==> src/rtl/ar_rx_buf_pkg.sv <==
// ar_rx_buf_pkg: ARINC 429 word geometry shared by the receive buffer and its FIFO.
package ar_rx_buf_pkg;
    localparam int LBL_W  = 8;
    localparam int DAT_W  = 23;
    localparam int MAX_CH = 4;
    localparam int CH_W   = $clog2(MAX_CH);
    localparam int WORD_W = CH_W + LBL_W + DAT_W;

    typedef struct packed {
        logic [CH_W-1:0]  ch;
        logic [LBL_W-1:0] adr;
        logic [DAT_W-1:0] dat;
    } word_t;

    function automatic logic lbl_ok(input logic en, input logic [LBL_W-1:0] flt, input logic [LBL_W-1:0] adr);
        return !en || adr == flt;
    endfunction
endpackage

==> src/rtl/ar_fifo.sv <==
// ar_fifo: show-ahead synchronous FIFO; the head word is visible whenever not empty.
module ar_fifo #(
    parameter int DEPTH = 16,
    parameter int W     = 33
) (
    input  logic                     clk,
    input  logic                     rst,
    input  logic                     wr,
    input  logic [W-1:0]             wdat,
    input  logic                     rd,
    output logic [W-1:0]             rdat,
    output logic                     empty,
    output logic                     full,
    output logic [$clog2(DEPTH):0]   count
);
    localparam int AW = $clog2(DEPTH);

    logic [W-1:0]  mem [DEPTH];
    logic [AW-1:0] wp, rp;
    logic          push, pop;

    always_comb begin
        empty = count == '0;
        full  = count == (AW+1)'(DEPTH);
        push  = wr && !full;
        pop   = rd && !empty;
        rdat  = empty ? '0 : mem[rp];
    end

    always_ff @(posedge clk) begin
        if (push) mem[wp] <= wdat;
    end

    // Pointers are AW bits wide, so they wrap modulo DEPTH on their own.
    always_ff @(posedge clk) begin
        if (rst) begin
            wp    <= '0;
            rp    <= '0;
            count <= '0;
        end else begin
            if (push) wp <= wp + 1'b1;
            if (pop) rp <= rp + 1'b1;
            count <= count + (AW+1)'(push) - (AW+1)'(pop);
        end
    end
endmodule

==> src/rtl/ar_rx_buf.sv <==
// ar_rx_buf: per-channel pending registers with label filter, round-robin merge
// into a shared FIFO, and a saturating count of words dropped on busy channels.
module ar_rx_buf
    import ar_rx_buf_pkg::*;
#(
    parameter int NCH   = 2,
    parameter int DEPTH = 16
) (
    input  logic                   clk,
    input  logic                   rst,
    input  logic [NCH-1:0]         ce_wr,
    input  logic [8*NCH-1:0]       sr_adr,
    input  logic [23*NCH-1:0]      sr_dat,
    input  logic                   flt_en,
    input  logic [7:0]             lbl_flt,
    input  logic                   rd,
    output logic [7:0]             rd_adr,
    output logic [22:0]            rd_dat,
    output logic [1:0]             rd_ch,
    output logic                   empty,
    output logic                   full,
    output logic [$clog2(DEPTH):0] count,
    input  logic                   clr_ovf,
    output logic [7:0]             ovf_cnt
);
    logic [NCH-1:0]   pv, ok, gk, drop;
    logic [LBL_W-1:0] pa [NCH];
    logic [DAT_W-1:0] pd [NCH];
    logic [CH_W-1:0]  last, gnt_ch;
    logic             gnt_v;
    logic [CH_W:0]    ndrop;
    logic [8:0]       osum;
    word_t            wdat, head;

    // Grant priority starts at the channel after the last one granted.
    always_comb begin
        gnt_v = 1'b0;
        gnt_ch = '0;
        gk = '0;
        ok = '0;
        drop = '0;
        ndrop = '0;
        wdat = '0;
        for (int d = 1; d <= NCH; d++)
            for (int k = 0; k < NCH; k++)
                if (!gnt_v && !full && pv[k] && k == (int'(last) + d) % NCH) begin
                    gnt_v = 1'b1;
                    gnt_ch = CH_W'(k);
                end
        for (int k = 0; k < NCH; k++) begin
            ok[k] = lbl_ok(flt_en, lbl_flt, sr_adr[8*k +: 8]);
            gk[k] = gnt_v && gnt_ch == CH_W'(k);
            drop[k] = ce_wr[k] && ok[k] && pv[k] && !gk[k];
            ndrop = ndrop + (CH_W+1)'(drop[k]);
            if (gk[k]) wdat = {CH_W'(k), pa[k], pd[k]};
        end
        osum = {1'b0, ovf_cnt} + 9'(ndrop);
    end

    always_ff @(posedge clk) begin
        if (rst) begin
            pv      <= '0;
            last    <= CH_W'(NCH - 1);
            ovf_cnt <= '0;
        end else begin
            for (int k = 0; k < NCH; k++) begin
                if (ce_wr[k] && ok[k] && (!pv[k] || gk[k])) begin
                    pv[k] <= 1'b1;
                    pa[k] <= sr_adr[8*k +: 8];
                    pd[k] <= sr_dat[23*k +: 23];
                end else if (gk[k]) begin
                    pv[k] <= 1'b0;
                end
            end
            if (gnt_v) last <= gnt_ch;
            ovf_cnt <= clr_ovf ? 8'h00 : osum[8] ? 8'hFF : osum[7:0];
        end
    end

    ar_fifo #(.DEPTH(DEPTH), .W(WORD_W)) u_fifo (
        .clk   (clk),
        .rst   (rst),
        .wr    (gnt_v),
        .wdat  (wdat),
        .rd    (rd),
        .rdat  (head),
        .empty (empty),
        .full  (full),
        .count (count)
    );

    assign rd_ch  = head.ch;
    assign rd_adr = head.adr;
    assign rd_dat = head.dat;
endmodule

==> config.mk <==
export PLATFORM = sky130hd
export DESIGN_NAME = ar_rx_buf
export DESIGN_NICKNAME = d
export VERILOG_FILES = /design/src/rtl/ar_rx_buf_pkg.sv /design/src/rtl/ar_fifo.sv /design/src/rtl/ar_rx_buf.sv
export SDC_FILE = /design/constraint.sdc
export NUM_CORES = 1
export LEC_CHECK = 0
export ABC_AREA = 1
export CAP_MARGIN = 20
export CORE_MARGIN = 2
export CORE_UTILIZATION = 50
export CTS_CLUSTER_DIAMETER = 60
export DETAILED_ROUTE_END_ITERATION = 12
export GPL_TIMING_DRIVEN = 0
export PLACE_DENSITY = 0.77
export SETUP_SLACK_MARGIN = 0.5
export SYNTH_ARGS = -nofsm -noshare
export SYNTH_HDL_FRONTEND = slang
export SYNTH_HIERARCHICAL = 1
export SYNTH_SLANG_ARGS = --single-unit
==> constraint.sdc <==
create_clock -name clk -period 7.4 [get_ports clk]
set_input_delay 1.11 -clock clk [delete_from_list [all_inputs] [get_ports clk]]
set_output_delay 1.11 -clock clk [all_outputs]
set_load 0.03 [all_outputs]
==> key figures, run 1 <==
Worst setup path
  • Crit path largest cell delay: ~0.73 ns
  • Critical Path, Cell by Cell: inv_1 -> ha_1 -> nand4_1 -> clkinv_1 -> clkbuf_1 -> a21oi_1 -> clkdlybuf4s50_1
  • Worst Setup End Kind: output pin
  • Max Fanout on Critical Path: 10
  • Worst path slowest cell: clkdlybuf4s50_1
  • CP top delay family: buffers and inverters
  • CP startpoint kind: flip-flop
  • Crit Path Category: reg2out
  • CP arrival: approximately 3.4 ns
  • Crit path required time: about 6.3 ns
  • CP bufs+invs: 4

Drt
  • Drt drc: 0
  • Vias: around 18000
  • DR iter-0 viols: roughly 2500
  • Detail Route Antenna Nets: 0
  • Pre-Repair DR Iteration Count: 5
  • WL per Instance: about 23 µm
  • Detailed-route vias per instance: slightly below 6
  • Total routed wirelength: 69000 µm

Layout
  • Multi-input gate area: between 6000 and 7000 µm²
  • Fin nets: 2395
  • Register Area: ~18000 µm²
  • Synthesis-to-finish area growth: 18.0%
  • Design Area, Final: 29500 µm²
  • Fillers: 3709
  • N_diodes: 0
  • Layout cell share with drive strength beyond 1: 9.11%
  • Finished Core Util: between 50% and 60%

STA
  • Worst Skew: 0.0181 ns
  • Rel. slew slack: a little under a third
  • Highest Clock Rate: 224 MHz
  • Least-Margin Pin Slew: approximately 1.0 ns
  • Crit path time final: 4.46 ns
  • Final Max Slew Viols: 0
  • Setup TNS: 0 ns
  • RSZ-0062 raised after global routing: false
  • Tcrit/Tclk final: just over 60%
  • Final setup fails: 0
  • Fin. Hold Viols: 0

Die
  • Die area: approximately 52000 µm²
  • Initial Utilization: between 50% and 60%
  • Die width: approximately 230 µm
  • Core outline area: between 40000 and 50000 µm²
  • # IOs: roughly 130
  • Cell row count: just over 80
  • Die Y: around 230 µm

Synth
  • Cell Area, Synth: 25000 µm²
  • Avg Inst Size Synth: between 10 and 15 µm²
  • Post-Syn Instances: 2086
  • Top post-synthesis cells by area: edfxtp_1, nand2_1, nand3_1, dfxtp_1, a22o_1
  • FF+latch count, synth: a little over 600
  • FFs w/ async S/R, synth: 0%
  • Total number of yosys warnings: 6
  • Top FF cell, synth: edfxtp_1
  • Register area share after synthesis: 73.0%
  • Synth cell count leaders: nand2_1, edfxtp_1, nand3_1
  • Post-synth EDFFs: a little under 600
  • Most common cell in the netlist: nand2_1
  • Area share of the largest cell type after synthesis: between 70 and 80%
  • Yosys top cell by area: edfxtp_1
  • Yosys cell types: 28

Placed design
  • Placed instance area: roughly 28000 µm²
  • Placer Congestion: 0.833
  • HPWL after detailed placement: about 44000 µm
  • Port bufs: approximately 120

Clock network
  • Clock Path Buffers: 3
  • Clock Pin Slew Worst Setup and Hold Paths: around 0.060 ns
  • CTS tree: built
  • Number of CTS-inserted buffers: 59
  • Hold Buf Count CTS: 0
  • Worst-Skew Late Latency: slightly above 0.6 ns
  • PostCTS Resize Cnt: 0
  • H-tree lvl count: 2
  • Clock sinks: between 600 and 700
  • Root buf cell: clkbuf_16
  • Post-CTS setup buffer count: 0

GRT
  • GRT Util Overall: about a quarter
  • Largest net degree at the start of global routing: 26
  • Grt total ovfl: 0
  • First-pass GRT wire length: between 100000 and 150000 µm
  • Number of global-route vias before repair: ~17000
  • Initial antenna violation count: 0

Power
  • Worst ir drop on vdd: approximately 0.00023 V
  • Power Dens Cells: roughly 330 nW/µm²
  • Lkg Pwr: around 11 nW

Hold path
  • Hold crit path type: reg2reg

Flow run
  • Number of max-cap violations: 0

Status
  • Status: finished, final reports clean
-- worst register-to-register path, stage by stage, from the launching register on --
cell and delay [ns]:
dfxtp_1 0.33, inv_1 0.09, ha_1 0.17, nand4_1 0.17
inv_1 0.15, inv_1 0.05, nand3_1 0.11, inv_1 0.22
nor2_1 0.19, nand3_1 0.12, fa_1 0.39, inv_1 0.09
ha_1 0.22, nand2_2 0.09, nor3b_4 0.27, nand2_2 0.10
nor2_4 0.11, inv_2 0.06, a21oi_1 0.12
-- cell usage in the layout (no fill, tap or decap), types with 16 or more instances in the layout --
cell	n
nand2_1	726
edfxtp_1	590
nand3_1	404
clkdlybuf4s50_1	124
clkbuf_16	59
a21oi_1	51
buf_2	50
inv_1	46
clkbuf_1	39
buf_4	33
a22o_1	31
dfxtp_1	28
nor2_1	19
nor2_4	19
clkinv_1	17
conb_1	16
-- area by class of cell --
type	count	area share, %
Inverter	51	0.648
Clock buffer	73	5.18
Timing Repair Buffer	142	5.58
Sequential cell	618	61.9
Tap cell	672	2.85
Clock inverter	34	0.975
Multi-Input combinational cell	1315	20.6
Buffer	117	2.32
-- cells by family after synthesis --
kind of cell | Yosys count | share of synthesized area [%]
buffers and inverters | 168 | 3.50
AOI/OAI and AO/OA | 95 | 2.40
adders and majority gates | 14 | 0.760
DFF | 618 | 73.0
other | 1 | 0.0150
and+or+nand+nor | 1175 | 19.8
xor gates and xnor gates | 15 | 0.525
-- metal layers --
metal	up-vias	track usage (%)	share of wire, %
li1	7744	-	-
met4	0	11.7	4.3
met5	-	0	0
met2	1167	44.1	48
met1	8527	33.3	36
met3	215	5.48	11
-- registers in the layout, indices dropped and copies added (netlist names), named ones only --
register      count
ovf_cnt           8
u_fifo/mem      528
u_fifo/count      5
pv                2
pa               16
u_fifo/wp         4
last              1
pd               46
u_fifo/rp         4
-- through the flow --
stage	hold WS, ns	cells	setup WS, ns	total power [mW]
global placement	0.463	2897	2.01	6.73
CTS	0.505	3022	2.97	9.69
finish	0.505	3022	2.94	9.70
global route	0.526	3022	2.87	10.0
detailed placement	0.489	2915	3.58	6.83
floorplan	0.451	2101	3.91	5.77
-- report_power, final --
| group | total (mW) | switching, mW | internal, mW |
|---|---|---|---|
| sequential | 4.11 | 0.0453 | 4.07 |
| clock | 2.89 | 1.26 | 1.63 |
| combinational | 2.70 | 1.86 | 0.834 |
-- path summary, 6_finish.rpt --
check               endpoint  slack, ns            start  cells after the start
setup reg to reg  ovf_cnt[4]       4.28  u_fifo/count[3]                     18
hold / removal     flip-flop       0.51     u_fifo/rp[0]                      1
setup / recovery   rd_dat[8]       2.94  u_fifo/count[2]                      7
hold reg to reg    flip-flop       0.51     u_fifo/rp[0]                      1
(Power assumes the default switching activity.)
==> run 2: changes to the inputs <==
Settings changed: PLACE_DENSITY 0.77 to 0.8.
Clock period 7.4 ns to 3.7 ns, I/O delays scaled along.
==> key figures, run 2 (same netlist as run 1, synthesis figures left out) <==
Die
  • Die width: roughly 230 µm
  • Cell row count: around 80
  • # IOs: between 100 and 150
  • Core outline area: approximately 50000 µm²
  • Die area: 51900 µm²
  • Initial Utilization: between 50% and 60%
  • Die Y: approximately 230 µm

Clock network
  • Root buf cell: clkbuf_16
  • Clock Path Buffers: 3
  • CTS tree: built
  • Worst-Skew Late Latency: between 0.6 and 0.7 ns
  • Hold Buf Count CTS: 0
  • H-tree lvl count: 2
  • Number of CTS-inserted buffers: 56
  • Clock Pin Slew Worst Setup and Hold Paths: approximately 0.06 ns
  • Clock sinks: 618

Layout
  • Register Area: ~18000 µm²
  • Layout cell share with drive strength beyond 1: between 10% and 20%
  • Reg with most FFs: u_fifo/mem
  • Finished Core Util: around 59%
  • Fillers: about 3700
  • Max reg flops: 528
  • N_diodes: 0
  • Biggest regs: u_fifo/mem: 528 flops, pd: 46 flops, pa: 16 flops
  • Design Area, Final: roughly 29000 µm²
  • Multi-input gate area: 6100 µm²
  • Synthesis-to-finish area growth: 17.5%
  • Fin nets: roughly 2400
  • Commonest cells after routing, fill and taps aside: nand2_1, edfxtp_1, nand3_1
  • Commonest non-fill, non-tap cell in the layout: nand2_1

Drt
  • Detail Route Antenna Nets: 0
  • Detailed-route vias per instance: 5.88
  • Drt drc: 0
  • WL per Instance: between 20 and 25 µm
  • Vias: roughly 18000
  • DR iter-0 viols: approximately 2500
  • Pre-Repair DR Iteration Count: 6
  • Total routed wirelength: 69600 µm

Placed design
  • Worst slack, placed: 0.432 ns
  • HPWL after detailed placement: around 45000 µm
  • Placer Congestion: approximately 0.85
  • Port bufs: between 100 and 150
  • Placed instance area: roughly 28000 µm²

STA
  • Tcrit/Tclk final: between 80% and 90%
  • RSZ-0062 raised after global routing: true
  • Setup WS post-layout: 0.486 ns
  • Worst hold slack: 0.504 ns
  • Crit path time final: roughly 3.2 ns
  • Worst Skew: 0.0206 ns
  • Fin. Hold Viols: 0
  • Least-Margin Pin Slew: between 0.8 and 0.9 ns
  • Rel. slew slack: 45.1%
  • Highest Clock Rate: between 300 and 400 MHz
  • Final Max Slew Viols: 0
  • Final setup fails: 0

Power
  • Internal power: between 10 and 15 mW
  • Lkg Pwr: approximately 11 nW
  • Clock share of power: between 20% and 30%
  • Power Dens Cells: ~640 nW/µm²
  • Sw Share: between 30% and 40%
  • Worst ir drop on vdd: roughly 0.00043 V
  • Switching pwr: ~6.4 mW
  • Logic pwr share: 28.2%
  • Register share of total power: a little over two fifths

GRT
  • Initial antenna violation count: 0
  • Largest net degree at the start of global routing: 26
  • Number of global-route vias before repair: between 15000 and 20000
  • GRT Util Overall: a little over a quarter
  • Grt total ovfl: 0
  • First-pass GRT wire length: between 100000 and 150000 µm

Flow run
  • Number of max-cap violations: 0

Worst setup path
  • Worst Setup End Kind: output pin
  • CP arrival: between 2 and 3 ns
  • Max Fanout on Critical Path: 10
  • CP startpoint kind: flip-flop
  • Crit Path Category: reg2out
  • Crit path required time: around 3.1 ns

Hold path
  • Hold crit path type: in2reg

Status
  • Status: finished, final reports clean
==> run 2: cell types whose count changed in the layout (fill, tap and decap cells not counted), moves of 6 or more <==
cell,change
buf_4,+10
clkinv_2,+6
clkdlybuf4s50_1,-34
clkbuf_1,-9
clkdlybuf4s15_2,+12
clkbuf_2,+22
clkinv_1,-11
==> run 2: power groups by stage <==
stage / Clock, mW / Sequential [mW] / Combinational, mW
floorplan: 0 / 8.38 / 3.15
global placement: 0 / 8.36 / 5.07
detailed placement: 0 / 8.37 / 5.29
CTS: 5.41 / 8.22 / 5.29
finish: 5.38 / 8.22 / 5.33
global route: 5.67 / 8.24 / 5.68
==> run 2: worst paths after layout <==
path              startpoint  slack (ns)                 end  cells after the start
max                flip-flop        0.49           rd_adr[2]                     10
min               sr_dat[25]        0.50           pd[0][25]                      1
max reg2reg  u_fifo/count[2]        0.72  u_fifo/mem[11][20]                     10
min reg2reg          last[0]        0.51             last[0]                      2
==> run 2: metal layers <==
metal  vias up  part of all wire [%]  GRT usage (%)
li1       7737                     -              -
met1      8574                    36           33.0
met2      1253                    49           43.8
met3       207                    11           5.00
met4         0                   4.4           12.5
met5         -                     0              0
==> run 2: metrics by stage <==
stage | cells | TNS, ns | power, mW
after floorplan | 2101 | 0 | 11.5
final | 3020 | 0 | 18.9
after global routing | 3020 | 0 | 19.6
after CTS | 3019 | 0 | 18.9
after detailed placement | 2915 | 0 | 13.7
after global placement | 2897 | -456.02 | 13.4
==> run 2: repair_timing <==
action | 4_1_cts | 5_1_grt
gates resized for setup | 111 | 61
endpoints found under the setup margin | 39 | 40
setup buffers | 1 | 1
pin swaps | 0 | 2
==> run 2: critical path, stage by stage (launching register included) <==
cell and delay (ns):
dfxtp_1 0.33, buf_4 0.20, inv_2 0.09, buf_4 0.20, buf_2 0.24, nand3_1 0.12
nand3_1 0.09, nand2_1 0.09, nand2_1 0.06, a21oi_1 0.27, clkdlybuf4s15_2 0.35
==> run 2: final cells by class <==
type | count | area share [%]
buffer | 117 | 2.54
clock buffer | 77 | 5.06
clock inverter | 26 | 0.617
inverter | 51 | 0.668
multi-input combinational | 1315 | 20.7
sequential | 618 | 62.1
tap | 672 | 2.86
timing repair buffer | 144 | 5.40
